## src/rtl/disp_scan_sched_pkg.sv

```systemverilog
// Shared types and constants for the traffic-light display scan scheduler.
// Segment patterns are {g,f,e,d,c,b,a}, active-high.
package traffic_disp_pkg;

    localparam int          LANE_W    = 6;
    localparam logic [3:0]  BCD_BLANK = 4'hF;

    typedef enum logic [1:0] {
        IDLE    = 2'd0,
        LOAD    = 2'd1,
        CAPTURE = 2'd2,
        SHOW    = 2'd3
    } disp_state_e;

    localparam logic [6:0] SEG_OFF = 7'h00;
    localparam logic [6:0] SEG_0   = 7'h3F;
    localparam logic [6:0] SEG_1   = 7'h06;
    localparam logic [6:0] SEG_2   = 7'h5B;
    localparam logic [6:0] SEG_3   = 7'h4F;
    localparam logic [6:0] SEG_4   = 7'h66;
    localparam logic [6:0] SEG_5   = 7'h6D;
    localparam logic [6:0] SEG_6   = 7'h7D;
    localparam logic [6:0] SEG_7   = 7'h07;
    localparam logic [6:0] SEG_8   = 7'h7F;
    localparam logic [6:0] SEG_9   = 7'h6F;

endpackage

```

## src/rtl/disp_scan_sched_if.sv

```systemverilog
// Bundle between the scan scheduler, the lane timer block, the shared BIN2BCD and the pins.
// master = scheduler side, slave = surrounding system.
interface disp_scan_sched_if #(
    parameter int N_LANES = 4
);
    logic [traffic_disp_pkg::LANE_W*N_LANES-1:0] lane_time;
    logic [N_LANES-1:0]                          lane_valid;
    logic [traffic_disp_pkg::LANE_W-1:0]         conv_bin;
    logic [7:0]                                  conv_bcd;
    logic [2*N_LANES-1:0]                        digit_en;
    logic [3:0]                                  digit_bcd;
    logic [6:0]                                  seg;
    logic                                        frame_start;

    modport master (
        input  lane_time, lane_valid, conv_bcd,
        output conv_bin, digit_en, digit_bcd, seg, frame_start
    );

    modport slave (
        output lane_time, lane_valid, conv_bcd,
        input  conv_bin, digit_en, digit_bcd, seg, frame_start
    );
endinterface

```

## src/rtl/disp_scan_sched_seg7_decode.sv

```systemverilog
// Combinational BCD nibble to 7-segment decoder; nibbles 10..15 (incl. blank) give all-off.
module seg7_decode
    import traffic_disp_pkg::*;
(
    input  logic [3:0] bcd,
    output logic [6:0] seg
);

    always_comb begin
        seg = SEG_OFF;
        case (bcd)
            4'd0:    seg = SEG_0;
            4'd1:    seg = SEG_1;
            4'd2:    seg = SEG_2;
            4'd3:    seg = SEG_3;
            4'd4:    seg = SEG_4;
            4'd5:    seg = SEG_5;
            4'd6:    seg = SEG_6;
            4'd7:    seg = SEG_7;
            4'd8:    seg = SEG_8;
            4'd9:    seg = SEG_9;
            default: seg = SEG_OFF;
        endcase
    end

endmodule

```

## src/rtl/disp_scan_sched.sv

```systemverilog
// Time-multiplexed 7-seg scan scheduler sharing one external BIN2BCD across all lanes.
// Optional leading-zero blanking of the tens digit when DISP_LZB_EN is defined.
module disp_scan_sched
    import traffic_disp_pkg::*;
#(
    parameter int N_LANES  = 4,
    parameter int SCAN_DIV = 50000
) (
    input  logic              clk,
    input  logic              rst,
    disp_scan_sched_if.master bus
);

    localparam int DW = 2 * N_LANES;
    localparam int IW = $clog2(DW);
    localparam int LW = (N_LANES > 1) ? $clog2(N_LANES) : 1;
    localparam int PW = (SCAN_DIV > 1) ? $clog2(SCAN_DIV) : 1;
    localparam int TW = LANE_W * N_LANES;

    disp_state_e       state_reg, state_next;
    logic [PW-1:0]     presc_reg, presc_next;
    logic [IW-1:0]     idx_reg, idx_next;
    logic [TW-1:0]     shadow_time_reg, shadow_time_next;
    logic [N_LANES-1:0] shadow_valid_reg, shadow_valid_next;
    logic [LANE_W-1:0] conv_bin_reg, conv_bin_next;
    logic [DW-1:0]     digit_en_reg, digit_en_next;
    logic [3:0]        digit_bcd_reg, digit_bcd_next;
    logic              frame_start_reg, frame_start_next;

    logic              tick;
    logic              idx_last;
    logic [LW-1:0]     lane;
    logic [3:0]        capt_nib;
    logic [6:0]        seg_dec;
    logic [LANE_W-1:0] shadow_lane [N_LANES];

    for (genvar gi = 0; gi < N_LANES; gi++) begin : g_shadow_lane
        assign shadow_lane[gi] = shadow_time_reg[gi*LANE_W +: LANE_W];
    end

    assign tick     = (presc_reg == PW'(SCAN_DIV - 1));
    assign idx_last = (idx_reg == IW'(DW - 1));
    assign lane     = LW'(idx_reg >> 1);

    always_comb begin
        state_next        = state_reg;
        presc_next        = tick ? '0 : presc_reg + PW'(1);
        idx_next          = idx_reg;
        shadow_time_next  = shadow_time_reg;
        shadow_valid_next = shadow_valid_reg;
        conv_bin_next     = conv_bin_reg;
        digit_en_next     = digit_en_reg;
        digit_bcd_next    = digit_bcd_reg;
        frame_start_next  = 1'b0;
        capt_nib          = idx_reg[0] ? bus.conv_bcd[7:4] : bus.conv_bcd[3:0];

        if (!shadow_valid_reg[lane]) begin
            capt_nib = BCD_BLANK;
        end
`ifdef DISP_LZB_EN
        if (idx_reg[0] && (bus.conv_bcd[7:4] == 4'd0)) begin
            capt_nib = BCD_BLANK;
        end
`endif

        case (state_reg)
            IDLE: begin
                if (tick) begin
                    state_next       = LOAD;
                    frame_start_next = (idx_reg == '0);
                end
            end
            LOAD: begin
                state_next = CAPTURE;
                // Snapshot the whole frame at once so a lane's digit pair never tears.
                if (idx_reg == '0) begin
                    shadow_time_next  = bus.lane_time;
                    shadow_valid_next = bus.lane_valid;
                    conv_bin_next     = bus.lane_time[LANE_W-1:0];
                end else begin
                    conv_bin_next     = shadow_lane[lane];
                end
            end
            CAPTURE: begin
                state_next     = SHOW;
                digit_bcd_next = capt_nib;
                digit_en_next  = DW'(1) << idx_reg;
            end
            SHOW: begin
                if (tick) begin
                    state_next       = LOAD;
                    digit_en_next    = '0;
                    idx_next         = idx_last ? '0 : idx_reg + IW'(1);
                    frame_start_next = idx_last;
                end
            end
            default: begin
                state_next    = IDLE;
                digit_en_next = '0;
            end
        endcase
    end

    always_ff @(posedge clk) begin
        if (rst) begin
            state_reg        <= IDLE;
            presc_reg        <= '0;
            idx_reg          <= '0;
            shadow_time_reg  <= '0;
            shadow_valid_reg <= '0;
            conv_bin_reg     <= '0;
            digit_en_reg     <= '0;
            digit_bcd_reg    <= BCD_BLANK;
            frame_start_reg  <= 1'b0;
        end else begin
            state_reg        <= state_next;
            presc_reg        <= presc_next;
            idx_reg          <= idx_next;
            shadow_time_reg  <= shadow_time_next;
            shadow_valid_reg <= shadow_valid_next;
            conv_bin_reg     <= conv_bin_next;
            digit_en_reg     <= digit_en_next;
            digit_bcd_reg    <= digit_bcd_next;
            frame_start_reg  <= frame_start_next;
        end
    end

    seg7_decode u_seg7_decode (
        .bcd (digit_bcd_reg),
        .seg (seg_dec)
    );

    assign bus.conv_bin    = conv_bin_reg;
    assign bus.digit_en    = digit_en_reg;
    assign bus.digit_bcd   = digit_bcd_reg;
    assign bus.seg         = seg_dec;
    assign bus.frame_start = frame_start_reg;

endmodule
```

## src/flat_wrapper.sv

```systemverilog
// flat-port wrapper written by rule: the top's interface ports become plain ports
module disp_scan_sched_flat import traffic_disp_pkg::*;
#(
    parameter int N_LANES  = 4,
    parameter int SCAN_DIV = 50000
)
  (clk, rst, bus_lane_time, bus_lane_valid, bus_conv_bcd, bus_conv_bin, bus_digit_en, bus_digit_bcd, bus_seg, bus_frame_start);
  disp_scan_sched_if #(.N_LANES(N_LANES)) bus_i ();
  input  logic clk;
  input  logic rst;
  input wire logic [$bits(bus_i.lane_time)-1:0] bus_lane_time;
  input wire logic [$bits(bus_i.lane_valid)-1:0] bus_lane_valid;
  input wire logic [$bits(bus_i.conv_bcd)-1:0] bus_conv_bcd;
  output wire logic [$bits(bus_i.conv_bin)-1:0] bus_conv_bin;
  output wire logic [$bits(bus_i.digit_en)-1:0] bus_digit_en;
  output wire logic [$bits(bus_i.digit_bcd)-1:0] bus_digit_bcd;
  output wire logic [$bits(bus_i.seg)-1:0] bus_seg;
  output wire logic [$bits(bus_i.frame_start)-1:0] bus_frame_start;
  assign bus_i.lane_time = bus_lane_time;
  assign bus_i.lane_valid = bus_lane_valid;
  assign bus_i.conv_bcd = bus_conv_bcd;
  assign bus_conv_bin = bus_i.conv_bin;
  assign bus_digit_en = bus_i.digit_en;
  assign bus_digit_bcd = bus_i.digit_bcd;
  assign bus_seg = bus_i.seg;
  assign bus_frame_start = bus_i.frame_start;
  disp_scan_sched #(.N_LANES(N_LANES), .SCAN_DIV(SCAN_DIV)) u_core (.clk(clk), .rst(rst), .bus(bus_i));
endmodule
```

## config.mk

```make
export PLATFORM = sky130hd
export DESIGN_NAME = disp_scan_sched_flat
export DESIGN_NICKNAME = d
export VERILOG_FILES = /design/src/rtl/disp_scan_sched_pkg.sv /design/src/rtl/disp_scan_sched_if.sv /design/src/rtl/disp_scan_sched_seg7_decode.sv /design/src/rtl/disp_scan_sched.sv /design/src/flat_wrapper.sv
export SDC_FILE = /design/constraint.sdc
export NUM_CORES = 1
export LEC_CHECK = 0
export CAP_MARGIN = 15
export CORE_UTILIZATION = 57
export CTS_BUF_LIST = sky130_fd_sc_hd__clkbuf_2 sky130_fd_sc_hd__clkbuf_4 sky130_fd_sc_hd__clkbuf_8
export DETAILED_ROUTE_END_ITERATION = 10
export PLACE_DENSITY = 0.94
export SLEW_MARGIN = 20
export SYNTH_ARGS = -nofsm -noshare
export SYNTH_HDL_FRONTEND = slang
export SYNTH_HIERARCHICAL = 1
export SYNTH_SLANG_ARGS = --single-unit
```

## constraint.sdc

```tcl
create_clock -name clk -period 5.8 [get_ports clk]
set_clock_uncertainty 0.05 [all_clocks]
set_input_delay 1.74 -clock clk [delete_from_list [all_inputs] [get_ports clk]]
set_output_delay 1.74 -clock clk [all_outputs]
set_load 0.005 [all_outputs]
```

== Word level (Yosys, flattened, before mapping) ==
Memory sizes are Yosys's and may differ from the RTL's. A register that Yosys moved wholly into a read port is not among the register bits.
Cells that the tools add are included.
W data, S select, Z words.
Operators by class
  add/sub/neg operators: 2
  multiply operators: 0
  div/mod/pow operators: 0
  $lt $le $gt $ge: 2
  equality and inequality tests: 7
  shift-type cells: 1
  multiplexer cells: 18
  bitwise gates (word level): 1
  reduce and logical (&&, ||, !) cells: 8
Operators by type and width (number)
  $mux W6: 3
  $add A16 B1 Y16 const B: 1
  $eq A16 B16 Y1 const B: 1
  $mux W4: 4
  $pmux W8 S2: 1
  $bmux W6 S2: 1
  $mux W8: 1
  $shl A1 B3 Y8 const A: 1
  $pmux W2 S3: 1
  $reduce_and A2 Y1: 3
  $eq A2 B2 Y1 const B: 2
  $ne A2 B1 Y1 const B: 2
  $reduce_or A2 Y1: 2
  $add A3 B1 Y3 const B: 1
  $eq A3 B3 Y1 const B: 1
  $ge A3 B3 Y1 const B: 1
  $logic_not A3 Y1: 1
  $lt A2 B3 Y1 const B: 1
  $mux W1: 3
  $mux W3: 1
  $not A2 Y3: 1
  $bmux W1 S2: 1
  $eq A2 B1 Y1 const B: 1
  $logic_not A2 Y1: 1
  3 further kinds: 3
Storage, ports and cells
  register bits: 68
  bits in latches: 0
  memory bits (writable): 0
  ROM bits: 112
  word-level logic and storage cells: 49
  memories kept: 1
Memory list
  (name not given): words 16, bits a word 7, read ports 1, clocked after memory_dff 1, wr ports 0, line disp_scan_sched_seg7_decode.sv:11  | case (bcd)

== Logic depth before layout (Yosys ltp) ==
Gate-level depths: netlist of the first run.
  depth in word-level cells: 5
  gate-level depth with buffers: 10
  mapped depth without buffers: 6

== Hierarchy ==
Netlist of the first run, hierarchy kept.
Modules (own cells, without submodules)
  disp_scan_sched: times used 1, cells an instance 346, area each 3046.7 sq um
  seg7_decode: times used 1, cells an instance 26, area each 201.4 sq um

== Worst setup path before layout of the first run ==
Ideal clock, no wire load.
  path type: register -> output
  start: reg u_core/bus.digit_bcd[1] (netlist name)
  end: out bus_seg[3]
  data arrival time: 1.127 ns
  required time: 4.010 ns
  setup slack: 2.883 ns
  cell stages (with the launch flop): 5
  cell sequence: dfxtp_1 inv_1 ha_1 inv_1 o21ai_0
RTL lines
  end: declaration: line flat_wrapper.sv:17  | output wire logic [$bits(bus_i.seg)-1:0] bus_seg;

==> results.tsv, run 1 <==
stage	metric	value	unit
worst_hold_path	hold_depth	2	
global_route	grtUsageMet1	29.1	%
synthesis	ys_ff_latch	68	
critical_path	cpMaxStageDelayCell	clkdlybuf4s50_1	
global_route	track_usage	24.8	%
sta	report.final.slew_viol_count	0	
cells_and_area	multi_input_area	1720	um^2
synthesis	syn_inst	372	
synthesis	synth_top_cell_area_share	41.9	%
global_route	grt_use_met2	42.1	%
clocking	cts_resized	0	
cells_and_area	largest_reg_flops	24	
sta	tns	0	ns
routing	ant_nets	0	
synthesis	synth_nets	426	
critical_path	r2r-end	u_core/shadow_time_reg[0]	
clocking	cts.sinks	68	
clocking	clockRootBuffer	clkbuf_8	
placed_design	place_inst	485	
placed_design	hpwl	5010	um
sta	period_minus_slack	3.81	ns
pwr	ir_drop	190	uV
sta	setup_slack	1.99	ns
global_route	grt_overflow	0	
pwr	leakage	1.51	nW
routing	first_iter_violations	196	
clocking	cts_tree	built	
cells_and_area	n_fill_cell	389	
critical_path	slowest_delay	0.53	ns
clocking	cts_buffer_depth	2	
cells_and_area	layout.cells.non_filler	501	
cells_and_area	diodes	0	
global_route	use_met3	6.35	%
clocking	post_cts_buffers	0	
synthesis	synth.area.top_cells	dfxtp_1 (42%), nand2_1 (8.4%), ha_1 (6.2%)	
cells_and_area	drive_gt1_share	7.69	%
routing	routed_via_density	5.64	
clocking	postCtsHoldBufs	0	
synthesis	avgSynthCellArea	8.73	um^2
routing	drt-total-wl	7220	um
critical_path	r2r_slack	2.82	ns
critical_path	critical-path-top-delay-family	buffers and inverters	
critical_path	crit_path_max_fanout	8	
placed_design	dp_slack	2.35	ns
clocking	insertion_delay	0.34	ns
routing	wl_per_cell	14.4	um
clocking	h-tree-depth	3	
critical_path	start_kind	register	
synthesis	ys_types	46	
cells_and_area	nets	478	
routing	vias	2825	
global_route	top_usage_layer	met2	
sta	max_freq	0.262	GHz
cells_and_area	layout_common_cells	nand2_1 (73), dfxtp_1 (68), clkdlybuf4s50_1 (62)	
run_status	status	finished, final reports clean	
clocking	clk_pin_slew	0.07	ns
floorplan	die_y	77.5	um
synthesis	syn_area	3250	um^2
placed_design	place_congestion	0.893	
floorplan	dieArea	6000	um^2
floorplan	core	5510	um^2
pwr	power_density	316	nW/um^2
cells_and_area	area_delta_synth_final	25.3	%
routing	drc	0	
critical_path	reg2reg_depth	6	
floorplan	die_w	77.5	um
sta	worstMarginPinSlew	0.952	ns
critical_path	worstReg2RegStart	u_core/idx_reg[1]	
sta	finalHoldViolCount	0	
run	maxCapViolations	0	
synthesis	synth-seq-area-share	41.9	%
worst_hold_path	hp-class	reg -> reg	
sta	rsz0062_at_grt	no	
critical_path	cp_cell_sequence	inv_1 -> ha_1 -> nor2_1 -> o21ai_2 -> o21ai_0 -> clkdlybuf4s50_1	
critical_path	crit_type	reg -> out	
global_route	grt_max_degree	50	
critical_path	end_kind	primary output	
sta	maxSlewHeadroom	36.5	%
global_route	grt_pass1_wl	11800	um
global_route	grt_pass1_vias	2574	
synthesis	synth_edf_count	0	
floorplan	num_rows	27	
critical_path	cp_data_arrival_time	2.02	ns
worst_hold_path	hold_end	u_core/shadow_time_reg[13]	
worst_hold_path	hold_start	u_core/shadow_time_reg[13]	
synthesis	synth_largest_area_cell	dfxtp_1	
cells_and_area	final-seq-area	1360	um^2
placed_design	port_buffers	63	
sta	period_share	65.8	%
synthesis	synthFlopType	dfxtp_1	
floorplan	start_util	59.0	%
routing	first_pass_iters	5	
cells_and_area	final_common_cell	nand2_1	
synthesis	yosysWarnings	6	
synthesis	async_flop_share	0	%
sta	setup_viol	0	
critical_path	worst_ep_required_time	4.01	ns
global_route	antenna_found_initial	0	
clocking	cts_made_buffers	9	
floorplan	io_pins	64	
critical_path	cp_num_buf_inv	2	
[logic make-up after synthesis]
| family | Yosys count | share of synthesized area, % |
|---|---|---|
| adder cells (fa/ha/maj) | 16 | 6.16 |
| AO/OA/AOI/OAI | 80 | 15.1 |
| multiplexers | 18 | 5.93 |
| XOR/XNOR | 15 | 4.04 |
| AND/OR/NAND/NOR | 140 | 21.7 |
| buffers and inverters | 35 | 5.20 |
| flip-flops | 68 | 41.9 |
[through the flow]
step           total power, mW  cell area [um^2]  util, %  hold slack (ns)
2_1_floorplan            0.752              3250        -            0.376
3_3_place_gp             0.842              3840     69.8            0.387
3_5_place_dp             0.856              3840     69.8            0.399
4_1_cts                   1.29              4070     73.9            0.411
5_1_grt                   1.35              4070     73.9            0.426
6_report                  1.29              4070     73.9            0.410
[report_power, final]
group	internal [mW]	switching, mW	total, mW	leakage, nW
Combinational	0.128	0.150	0.279	0.846
Clock	0.263	0.170	0.433	0.113
Sequential	0.532	0.0412	0.574	0.552
[Yosys cell counts (all sizes together), types with 4 or more instances]
| cell | n |
|---|---|
| dfxtp | 68 |
| clkbuf | 16 |
| a21oi | 40 |
| mux2i | 17 |
| nor3 | 5 |
| buf | 6 |
| xnor2 | 9 |
| xor2 | 6 |
| ha | 16 |
| nand4 | 4 |
| and4 | 4 |
| a22o | 6 |
| o21ai | 18 |
| inv | 13 |
| nor4 | 4 |
| a211oi | 6 |
| nor2 | 26 |
| nand2 | 73 |
| nand3 | 9 |
[worst reg2reg max path, stage by stage, from the launching register on]
cell	delay (ns)
dfxtp_1	0.94
inv_1	0.18
ha_1	0.40
nor2b_1	0.25
nand2_1	0.74
nand2_1	0.16
a21oi_1	0.19
[cell type report]
type | instances | area share (%)
Multi-Input combinational cell | 269 | 42.2
Clock buffer | 12 | 3.75
Timing Repair Buffer | 63 | 15.4
Inverter | 13 | 1.20
Clock inverter | 4 | 1.78
Sequential cell | 68 | 33.5
Tap cell | 72 | 2.21
[worst max-delay path by stage]
stage	start	endpoint	slack, ns	depth (start not counted)
after detailed placement	u_core/bus.digit_bcd[1]	bus_seg[0]	2.35	6
after CTS	u_core/bus.digit_bcd[1]	bus_seg[0]	1.97	6
after global placement	u_core/bus.digit_bcd[1]	bus_seg[3]	2.40	5
final	u_core/bus.digit_bcd[1]	bus_seg[0]	1.99	6
after global routing	u_core/bus.digit_bcd[1]	bus_seg[0]	1.87	6
after floorplan	u_core/bus.digit_bcd[1]	bus_seg[3]	2.88	4
[layer usage]
metal | routed length [um] | share of wire (%) | vias up
met5 | 0 | 0 | -
met4 | 128 | 1.8 | 0
met3 | 382 | 5.3 | 13
met2 | 3590 | 50 | 110
met1 | 3130 | 43 | 1324
li1 | - | - | 1378
(Power assumes the default switching activity.)
==> run 2: changes to the inputs <==
--- a/config.mk
+++ b/config.mk
@@ -6,10 +6,10 @@
 export NUM_CORES = 1
 export LEC_CHECK = 0
 export CAP_MARGIN = 15
-export CORE_UTILIZATION = 57
+export CORE_UTILIZATION = 48
 export CTS_BUF_LIST = sky130_fd_sc_hd__clkbuf_2 sky130_fd_sc_hd__clkbuf_4 sky130_fd_sc_hd__clkbuf_8
 export DETAILED_ROUTE_END_ITERATION = 10
-export PLACE_DENSITY = 0.94
+export PLACE_DENSITY = 0.85
 export SLEW_MARGIN = 20
 export SYNTH_ARGS = -nofsm -noshare
 export SYNTH_HDL_FRONTEND = slang
==> constraint.sdc (replaced) <==
create_clock -name clk -period 3.5 [get_ports clk]
set_clock_uncertainty 0.05 [all_clocks]
set_input_delay 1.05 -clock clk [delete_from_list [all_inputs] [get_ports clk]]
set_output_delay 1.05 -clock clk [all_outputs]
set_load 0.005 [all_outputs]
==> run 2 against run 1 <==
The flow now finishes with violations (design-rule violations). Via count shrank 3.4%. Clock power grew 53%. Core utilization shrank 11 points. Non-clock buffer count grew 3. Total power grew 61%. Global-route usage shrank 4.6 points. Largest power group unchanged.
==> results.tsv, run 2 (synthesized netlist as in run 1, its figures left out) <==
stage	metric	value	unit	change
run_status	status	finished with violations		was finished, final reports clean
run_status	failed_checks	design-rule violations		
pwr	leakage	1.52	nW	was 1.51 nW
clocking	cts_resized	0		unchanged
routing	routed_via_density	5.38		was 5.64
cells_and_area	layout_common_cells	nand2_1 (73), dfxtp_1 (68), clkdlybuf4s50_1 (62)		unchanged
global_route	track_usage	20.2	%	was 24.8%
critical_path	crit_path_max_fanout	8		unchanged
cells_and_area	n_fill_cell	562		was 389
sta	report.final.slew_viol_count	0		unchanged
floorplan	die_y	84.3	um	was 77.5 um
clocking	clk_pin_slew	0.07	ns	about the same
worst_hold_path	hp-class	reg -> reg		unchanged
floorplan	die_w	84.3	um	was 77.5 um
sta	worst_hold_slack	0.407	ns	was 0.410 ns
clocking	cts.sinks	68		unchanged
floorplan	io_pins	64		unchanged
routing	drt-total-wl	6760	um	was 7220 um
pwr	ir_drop	318	uV	was 190 uV
routing	first_pass_iters	9		was 5
clocking	cts_made_buffers	9		unchanged
placed_design	place_congestion	0.878		was 0.893
critical_path	crit_type	reg -> out		unchanged
sta	rsz0062_at_grt	no		unchanged
critical_path	end_kind	primary output		unchanged
global_route	antenna_found_initial	0		unchanged
cells_and_area	diodes	0		unchanged
placed_design	port_buffers	63		unchanged
cells_and_area	nets	481		was 478
run	maxCapViolations	0		unchanged
floorplan	core	6460	um^2	was 5510 um^2
routing	wl_per_cell	13.3	um	was 14.4 um
pwr	power_density	508	nW/um^2	was 316 nW/um^2
clocking	post_cts_buffers	0		unchanged
global_route	grt_pass1_vias	2635		was 2574
clocking	insertion_delay	0.33	ns	was 0.34 ns
routing	drc	12		was 0
global_route	grt_pass1_wl	11500	um	was 11800 um
cells_and_area	final_common_cell	nand2_1		unchanged
clocking	h-tree-depth	3		unchanged
critical_path	start_kind	register		unchanged
floorplan	start_util	50.3	%	was 59.0%
sta	worstMarginPinSlew	0.889	ns	was 0.952 ns
clocking	cts_tree	built		unchanged
placed_design	place_inst	493		was 485
sta	finalHoldViolCount	0		unchanged
cells_and_area	largest_reg_flops	24		unchanged
sta	setup_viol	0		unchanged
cells_and_area	drive_gt1_share	7.91	%	was 7.69%
sta	max_freq	0.321	GHz	
clocking	clockRootBuffer	clkbuf_8		unchanged
placed_design	hpwl	4730	um	was 5010 um
sta	period_minus_slack	3.12	ns	
sta	tns	0	ns	unchanged
floorplan	num_rows	29		was 27
routing	ant_nets	0		unchanged
clocking	cts_buffer_depth	2		unchanged
critical_path	worst_ep_required_time	2.40	ns	was 4.01 ns
pwr	power	2.07	mW	was 1.29 mW
critical_path	cp_data_arrival_time	2.02	ns	about the same
routing	vias	2728		was 2825
routing	first_iter_violations	124		was 196
global_route	grt_overflow	0		unchanged
global_route	grt_max_degree	50		unchanged
floorplan	dieArea	7100	um^2	was 6000 um^2
sta	period_share	89.1	%	
cells_and_area	layout.cells.non_filler	507		was 501
cells_and_area	area_delta_synth_final	25.7	%	was 25.3%
sta	maxSlewHeadroom	40.6	%	was 36.5%
clocking	postCtsHoldBufs	0		unchanged
-- run 2: path summary, 6_finish.rpt --
path              cells past startpoint                    endpoint  slack, ns                       start
setup / recovery                      4                  bus_seg[1]       0.38     u_core/bus.digit_bcd[1]
hold / removal                        2  u_core/shadow_valid_reg[1]       0.41  u_core/shadow_valid_reg[1]
setup reg to reg                      6  u_core/shadow_time_reg[20]       0.99           u_core/idx_reg[0]
hold reg to reg                       2  u_core/shadow_valid_reg[1]       0.41  u_core/shadow_valid_reg[1]
-- run 2: per-stage QoR --
| step | worst slack [ns] | utilization (%) | cell area (um^2) |
|---|---|---|---|
| 2_1_floorplan | 1.26 | - | 3250 |
| 3_3_place_gp | 0.784 | 60.0 | 3870 |
| 3_5_place_dp | 0.701 | 60.0 | 3870 |
| 4_1_cts | 0.337 | 63.2 | 4080 |
| 5_1_grt | 0.212 | 63.2 | 4080 |
| 6_report | 0.381 | 63.2 | 4080 |
-- run 2: layer usage --
metal / vias up / track usage [%] / routed length, um
met5: - / 0 / 0
met4: 0 / 11.0 / 96
met3: 10 / 3.54 / 321
met2: 82 / 34.0 / 3320
met1: 1257 / 24.7 / 3020
li1: 1379 / - / -
-- run 2: area by class of cell --
class | instances | area (um^2) | area share [%]
Clock buffer | 13 | 179 | 4.38
Multi-Input combinational cell | 269 | 1720 | 42.1
Tap cell | 77 | 96.3 | 2.36
Inverter | 13 | 48.8 | 1.20
Timing Repair Buffer | 66 | 648 | 15.9
Sequential cell | 68 | 1360 | 33.4
Clock inverter | 1 | 30.0 | 0.736
-- run 2: power by group --
part	leakage [nW]	total [mW]	switching, mW	internal (mW)
registers	0.552	0.946	0.0637	0.882
logic	0.863	0.465	0.247	0.217
clock network	0.108	0.664	0.265	0.399
-- run 2: worst max-delay path: stages (launching register included) --
cell             delay [ns]
dfxtp_1                0.50
inv_1                  0.15
ha_1                   0.32
o21ai_0                0.19
clkdlybuf4s50_1        0.53
==> run 3: changes to the inputs <==
--- a/config.mk
+++ b/config.mk
@@ -10,7 +10,7 @@
 export CTS_BUF_LIST = sky130_fd_sc_hd__clkbuf_2 sky130_fd_sc_hd__clkbuf_4 sky130_fd_sc_hd__clkbuf_8
 export DETAILED_ROUTE_END_ITERATION = 10
 export PLACE_DENSITY = 0.85
-export SLEW_MARGIN = 20
+export REMOVE_ABC_BUFFERS = 1
 export SYNTH_ARGS = -nofsm -noshare
 export SYNTH_HDL_FRONTEND = slang
 export SYNTH_HIERARCHICAL = 1
==> run 3 against run 2 <==
The run still ends with design-rule violations left. Die area stayed put. Non-clock buffer count up 1. Sequential share of layout area hardly changed. Via count grew 0.92%. Global-route usage grew 0.26 points.
==> results.tsv, run 3 (synthesized netlist as in run 1, its figures left out) <==
stage	metric	value	unit	change
cells_and_area	multi_input_area	1720	um^2	unchanged
floorplan	io_pins	64		unchanged
sta	period_share	91.1	%	was 89.1%
cells_and_area	nets	482		was 481
cells_and_area	drive_gt1_share	8.55	%	was 7.91%
routing	drt-total-wl	6850	um	was 6760 um
sta	setup_slack	0.310	ns	was 0.381 ns
clocking	cts_made_buffers	9		unchanged
critical_path	end_kind	primary output		unchanged
sta	worstMarginPinSlew	0.874	ns	was 0.889 ns
floorplan	die_w	84.3	um	unchanged
placed_design	dp_slack	0.673	ns	was 0.701 ns
clocking	cts_resized	0		unchanged
pwr	pwr-share-clk	31.0	%	was 32.0%
global_route	track_usage	20.5	%	was 20.2%
routing	first_pass_iters	8		was 9
pwr	power.switching	0.608	mW	was 0.576 mW
placed_design	hpwl	4790	um	was 4730 um
sta	report.final.slew_viol_count	0		unchanged
sta	period_minus_slack	3.19	ns	was 3.12 ns
run	maxCapViolations	0		unchanged
clocking	clk_pin_slew	0.07	ns	about the same
critical_path	crit_path_max_fanout	8		unchanged
floorplan	num_rows	29		unchanged
cells_and_area	n_fill_cell	547		was 562
run_status	failed_checks	design-rule violations		unchanged
routing	wl_per_cell	13.4	um	was 13.3 um
routing	first_iter_violations	170		was 124
worst_hold_path	hold_start	u_core/shadow_valid_reg[1]		unchanged
clocking	cts_buffer_depth	2		unchanged
global_route	antenna_found_initial	0		unchanged
routing	routed_via_density	5.40		was 5.38
placed_design	port_buffers	63		unchanged
critical_path	cp_data_arrival_time	2.09	ns	was 2.02 ns
clocking	insertion_delay	0.34	ns	was 0.33 ns
critical_path	critPathLaunch	u_core/bus.digit_bcd[1]		unchanged
pwr	ir_drop	306	uV	was 318 uV
clocking	postCtsHoldBufs	0		unchanged
pwr	intPower	1.43	mW	was 1.50 mW
cells_and_area	layout_common_cells	nand2_1 (73), dfxtp_1 (68), clkdlybuf4s50_1 (62)		unchanged
worst_hold_path	hp-class	reg -> reg		unchanged
sta	max_freq	0.313	GHz	was 0.321 GHz
pwr	leakage	1.52	nW	about the same
clocking	cts.sinks	68		unchanged
floorplan	core	6460	um^2	unchanged
sta	setup_viol	0		unchanged
critical_path	crit_type	reg -> out		unchanged
global_route	grt_max_degree	41		was 50
run_status	status	finished with violations		unchanged
critical_path	worstReg2RegStart	u_core/idx_reg[0]		unchanged
cells_and_area	final-seq-area	1360	um^2	unchanged
sta	maxSlewHeadroom	41.6	%	was 40.6%
floorplan	dieArea	7100	um^2	unchanged
cells_and_area	area_delta_synth_final	25.6	%	was 25.7%
critical_path	worst_ep_required_time	2.40	ns	about the same
placed_design	place_congestion	0.833		was 0.878
critical_path	r2r_slack	0.89	ns	was 0.99 ns
cells_and_area	final_common_cell	nand2_1		unchanged
floorplan	die_y	84.3	um	unchanged
cells_and_area	diodes	0		unchanged
sta	rsz0062_at_grt	no		unchanged
pwr	swShare	29.8	%	was 27.8%
clocking	post_cts_buffers	0		unchanged
global_route	grt_pass1_vias	2567		was 2635
global_route	grt_overflow	0		unchanged
critical_path	start_kind	register		unchanged
routing	vias	2753		was 2728
cells_and_area	largest_reg_flops	24		unchanged
sta	tns	0	ns	unchanged
routing	ant_nets	0		unchanged
pwr	power_density	500	nW/um^2	was 508 nW/um^2
pwr	p_comb_share	22.6	%	was 22.4%
sta	finalHoldViolCount	0		unchanged
pwr	pwr-share-seq	46.5	%	was 45.6%
global_route	grt_pass1_wl	11600	um	was 11500 um
clocking	clockRootBuffer	clkbuf_8		unchanged
floorplan	start_util	50.3	%	unchanged
routing	drc	11		was 12
clocking	cts_tree	built		unchanged
clocking	h-tree-depth	3		unchanged
## run 3: critical path, stage by stage (launching register included)
cell             delay, ns
dfxtp_1               0.52
inv_1                 0.16
ha_1                  0.32
o21ai_0               0.21
clkdlybuf4s50_1       0.53
## run 3: layout make-up
class	count	share of cell area, %
multi-input combinational	269	42.1
sequential	68	33.4
clock buffer	9	3.04
tap	77	2.36
clock inverter	7	1.87
timing repair buffer	67	16.1
inverter	13	1.20
## run 3: stage by stage
stage / instances / instance area (um^2) / utilization, % / hold WS, ns / power [mW]
after floorplan: 350 / 3130 / - / 0.376 / 1.22
after global placement: 494 / 3880 / 60.1 / 0.389 / 1.40
after detailed placement: 494 / 3880 / 60.1 / 0.397 / 1.42
after CTS: 510 / 4080 / 63.2 / 0.408 / 2.06
after global routing: 510 / 4080 / 63.2 / 0.427 / 2.16
final: 510 / 4080 / 63.2 / 0.409 / 2.04
## run 3: power groups by stage
stage	combinational (mW)	clock (mW)	sequential, mW
global route	0.517	0.681	0.959
finish	0.461	0.631	0.947
CTS	0.461	0.650	0.946
global placement	0.446	0	0.957
floorplan	0.273	0	0.951
detailed placement	0.459	0	0.963
## run 3: final timing paths
kind / end / cells past startpoint
max: bus_seg[1] / 4
min: u_core/shadow_valid_reg[1] / 2
max reg2reg: u_core/shadow_time_reg[5] / 7
min reg2reg: u_core/shadow_valid_reg[1] / 2
## run 3: metal layers
metal | track usage [%] | routed length (um) | vias to the layer above
li1 | - | - | 1385
met4 | 9.25 | 116 | 0
met3 | 4.23 | 376 | 10
met1 | 24.1 | 2840 | 1271
met2 | 36.0 | 3520 | 87
met5 | 0 | 0 | -
